--- src/rtl/uarr_l2_rd_ctrl.sv ---
// Read sequencer for the uarr_l2_mem bank array: steps addr_base through a block of rows,
// waits out the ROM latency and qualifies each dout vector with a valid/ready handshake.
module uarr_l2_rd_ctrl #(
  parameter int ADDR_W = 8,
  parameter int CNT_W  = 8,
  parameter int RD_LAT = 2,
  parameter int STRIDE = 2
) (
  input  logic              clk,
  input  logic              rst_n,
  input  logic              start,
  input  logic [ADDR_W-1:0] start_addr,
  input  logic [CNT_W-1:0]  num_steps,
  input  logic              abort,
  output logic [ADDR_W-1:0] addr_base,
  output logic              out_valid,
  input  logic              out_ready,
  output logic [CNT_W-1:0]  out_idx,
  output logic              out_last,
  output logic              busy,
  output logic              done
);

  localparam int LAT_W = (RD_LAT < 2) ? 1 : $clog2(RD_LAT + 1);

  typedef enum logic [1:0] {
    IDLE,
    WAIT,
    PRESENT,
    FIN
  } state_t;

  state_t             state;
  logic [LAT_W-1:0]   lat_cnt;
  logic [CNT_W-1:0]   n_reg;
  logic [CNT_W-1:0]   last_idx;

  assign last_idx = n_reg - CNT_W'(1);

  // Backpressure simply freezes addr_base, which keeps the ROM dout stable.
  always_ff @(posedge clk) begin
    if (!rst_n) begin
      state     <= IDLE;
      lat_cnt   <= '0;
      n_reg     <= '0;
      addr_base <= '0;
      out_idx   <= '0;
      out_valid <= 1'b0;
      out_last  <= 1'b0;
      busy      <= 1'b0;
      done      <= 1'b0;
    end else begin
      done <= 1'b0;
      case (state)
        IDLE: begin
          if (start) begin
            if (num_steps != '0) begin
              addr_base <= start_addr;
              out_idx   <= '0;
              n_reg     <= num_steps;
              lat_cnt   <= LAT_W'(RD_LAT);
              busy      <= 1'b1;
              state     <= WAIT;
            end else begin
              done <= 1'b1;
            end
          end
        end
        WAIT: begin
          if (abort) begin
            busy  <= 1'b0;
            state <= IDLE;
          end else if (lat_cnt == LAT_W'(1)) begin
            out_valid <= 1'b1;
            out_last  <= (out_idx == last_idx);
            state     <= PRESENT;
          end else begin
            lat_cnt <= lat_cnt - LAT_W'(1);
          end
        end
        PRESENT: begin
          // Abort takes priority over a handshake in the same cycle.
          if (abort) begin
            out_valid <= 1'b0;
            out_last  <= 1'b0;
            busy      <= 1'b0;
            state     <= IDLE;
          end else if (out_ready) begin
            out_valid <= 1'b0;
            out_last  <= 1'b0;
            if (out_idx == last_idx) begin
              busy  <= 1'b0;
              done  <= 1'b1;
              state <= FIN;
            end else begin
              addr_base <= addr_base + ADDR_W'(STRIDE);
              out_idx   <= out_idx + CNT_W'(1);
              lat_cnt   <= LAT_W'(RD_LAT);
              state     <= WAIT;
            end
          end
        end
        FIN: begin
          state <= IDLE;
        end
        default: begin
          state <= IDLE;
        end
      endcase
    end
  end

endmodule

--- config.mk ---
export PLATFORM = sky130hd
export DESIGN_NAME = uarr_l2_rd_ctrl
export DESIGN_NICKNAME = d
export VERILOG_FILES = /design/src/rtl/uarr_l2_rd_ctrl.sv
export SDC_FILE = /design/constraint.sdc
export NUM_CORES = 1
export LEC_CHECK = 0
export ABC_AREA = 1
export CORE_AREA = 2 2 68 76
export CTS_CLUSTER_DIAMETER = 80
export DETAILED_ROUTE_END_ITERATION = 6
export DIE_AREA = 0 0 70 78
export PLACE_DENSITY = 0.7
export SLEW_MARGIN = 15
export SYNTH_ARGS = -nofsm -noshare
export SYNTH_HDL_FRONTEND = slang
export SYNTH_SLANG_ARGS = --single-unit
--- constraint.sdc ---
create_clock -name clk -period 4.3 [get_ports clk]
set_clock_uncertainty 0.2 [all_clocks]
set_input_delay 0.645 -clock clk [delete_from_list [all_inputs] [get_ports clk]]
set_output_delay 0.645 -clock clk [all_outputs]
set_load 0.005 [all_outputs]
==> flow_summary.json <==
{
  "ys_types": 31,
  "hp-class": "flop to flop",
  "cts_buffers": 5,
  "ios": 41,
  "fillers": 467,
  "setup_viol": 0,
  "syn_area_per_cell_um2": 6.321,
  "post-cts-setup-buffer-count": 0,
  "diodes": 0,
  "placed_cell_area_mm2": 0.002497,
  "synthTopCellsByArea": "dfxtp_1, nand2_1, nor2_1, inv_1, a21oi_1",
  "cts_hold_buffers": 0,
  "vias": 2149,
  "p_leak_nw": 1.093,
  "power_frac_seq": 0.392,
  "clkTransAtPathRegs_ps": 60,
  "start_kind": "flop",
  "syn-cell-area_mm2": 0.002061,
  "p_int_mw": 0.5899,
  "synth_nets": 354,
  "core_mm2": 0.004619,
  "grt_pass1_vias": 2008,
  "synth.largest_area_cell": "dfxtp_1",
  "area_growth_pct": 25.68,
  "cp_cell_sequence": "inv_1, ha_1, clkinv_1, nor2_1, inv_1, o21ai_0, nor2_1, a221oi_1",
  "dieWidth_um": 70,
  "die_height_um": 78,
  "clock_latency_ps": 290,
  "cts.htree.levels": 2,
  "grt_antenna_before_repair": 0,
  "swShare": 0.3567,
  "drt.antenna.violating_nets": 0,
  "synth-edff-count": 0,
  "ys_top_cells_by_count": "nand2_1, nor2_1, inv_1, dfxtp_1, a21oi_1",
  "clockBufferDepth": 2,
  "dr.pass1.iters": 5,
  "grt_usage": 0.1921,
  "slowest_stage": "clkinv_1",
  "status": "complete, no violations",
  "worstMarginPinSlew_ps": 570.9,
  "ff_latch_area_um2": 640.6,
  "tns_ps": 0,
  "drc": 0,
  "grt_setup_unrepaired": "false",
  "relSlewSlack": 0.6190,
  "worst_setup_path_end_kind": "flop",
  "grt_max_degree": 20,
  "drt-wirelength-per-cell_um": 11.74,
  "yosysTopAreaCellShare": 0.3109,
  "yosysWarnings": 0,
  "cts_root_buf": "clkbuf_8",
  "maxCapViolCount": 0,
  "period_needed_ps": 2843,
  "pwr-share-clk": 0.264,
  "rows": 26,
  "cts_tree": "yes",
  "p_per_area_mw_per_mm2": 354.0,
  "ys_async_sr_fraction": 0,
  "io_buffer_count": 40,
  "post-route-period-util": 0.6612,
  "hold_violations": 0,
  "die_area_mm2": 0.005460,
  "nets": 393,
  "drt-total-wl_um": 4956,
  "multi_input_area_mm2": 0.001210,
  "ys_seq_elements": 32,
  "cpPeakStageDelay_ps": 580,
  "cp.arrival_ps": 2820,
  "p_switching_mw": 0.3271,
  "crit_fanout": 19,
  "synth_ff_type": "dfxtp_1",
  "worst_ep_required_time_ps": 4280,
  "ir_drop_v": 0.0002219,
  "synth.most_common_cell": "nand2_1",
  "drive_gt1_frac": 0.05191,
  "syn_inst": 326,
  "yosysSeqAreaShare": 0.3109,
  "grt_pass1_wl_um": 8597,
  "cts_resized": 0,
  "combPwrFrac": 0.344,
  "via_per_inst": 5.092,
  "dp_hpwl_um": 3842,
  "routabilityCongestion": 0.9188,
  "cts.sinks": 32,
  "slew_viol_final": 0,
  "final_cell_area_mm2": 0.002590,
  "drt_iter0_drc": 112,
  "start_util": 0.4461,
  "fmax_ghz": 0.3517,
  "overflow": 0,
  "critPathKind": "flop to flop"
}
==> area by class of cell <==
class | count | area share
Inverter | 43 | 0.06232
Clock buffer | 6 | 0.03188
Multi-Input combinational cell | 241 | 0.4672
Timing Repair Buffer | 42 | 0.1604
Tap cell | 56 | 0.02705
Sequential cell | 32 | 0.2473
Clock inverter | 2 | 0.003865
==> worst paths after layout <==
check        cells after the start             startpoint  slack [ps]               endpoint
min                              2  out_last$_SDFFE_PN0P_         270  out_last$_SDFFE_PN0P_
min reg2reg                      2  out_last$_SDFFE_PN0P_         270  out_last$_SDFFE_PN0P_
max                              8  state[0]$_SDFFE_PN0P_        1460  state[0]$_SDFFE_PN0P_
max reg2reg                      8  state[0]$_SDFFE_PN0P_        1460  state[0]$_SDFFE_PN0P_
==> cell families after synthesis <==
kind of cell / count (synthesis) / synth area share
and+or+nand+nor: 178 / 0.3789
buffers and inverters: 53 / 0.1020
AOI/OAI and AO/OA: 50 / 0.1403
DFF: 32 / 0.3109
adders and majority gates: 7 / 0.04250
xor gates and xnor gates: 6 / 0.02550
==> critical path: cells and delay by family (launching register included) <==
kind | cells | cell delay (ps)
flip-flops | 1 | 320
adder cells (fa/ha/maj) | 1 | 490
AO/OA/AOI/OAI | 2 | 540
AND/OR/NAND/NOR | 2 | 400
buffers and inverters | 3 | 790
==> through the flow <==
step                      power, mW  worst slack (ps)  utilization  hold WS [ps]  cells
after floorplan              0.5833              2235            -         247.9    326
after global placement       0.6768              1510       0.5406         259.4    414
after detailed placement     0.6812              1472       0.5406         263.8    414
after CTS                    0.9238              1463       0.5607         273.5    422
after global routing         0.9889              1051       0.5607         288.4    422
final                        0.9170              1457       0.5607         268.4    422
==> metal layers <==
metal / part of all wire / up-vias / track usage
met3: 0.037 / 8 / 0.04156
met1: 0.46 / 959 / 0.2379
li1: - / 1135 / -
met2: 0.48 / 47 / 0.3257
met4: 0.015 / 0 / 0.07115
met5: 0 / - / 0
==> cells in the final DEF, fill, tap and decap left out, types with 5 or more instances in the layout <==
master | netlist | layout
nand2_1 | 89 | 89
nor2_1 | 44 | 44
inv_1 | 42 | 42
clkdlybuf4s50_1 | 0 | 40
dfxtp_1 | 32 | 32
a21oi_1 | 22 | 22
nand3_1 | 20 | 20
o21ai_0 | 14 | 14
nand4_1 | 14 | 14
ha_1 | 7 | 7
clkbuf_8 | 0 | 6
xor2_1 | 5 | 5
==> power by group through the flow <==
stage          logic, mW  registers [mW]  clock network, mW
6_report           0.315           0.360              0.242
5_1_grt            0.362           0.365              0.261
4_1_cts            0.316           0.360              0.248
3_5_place_dp       0.315           0.366                  0
3_3_place_gp       0.311           0.366                  0
2_1_floorplan      0.221           0.363                  0
Note: power is estimated with default switching activity, not from simulation.
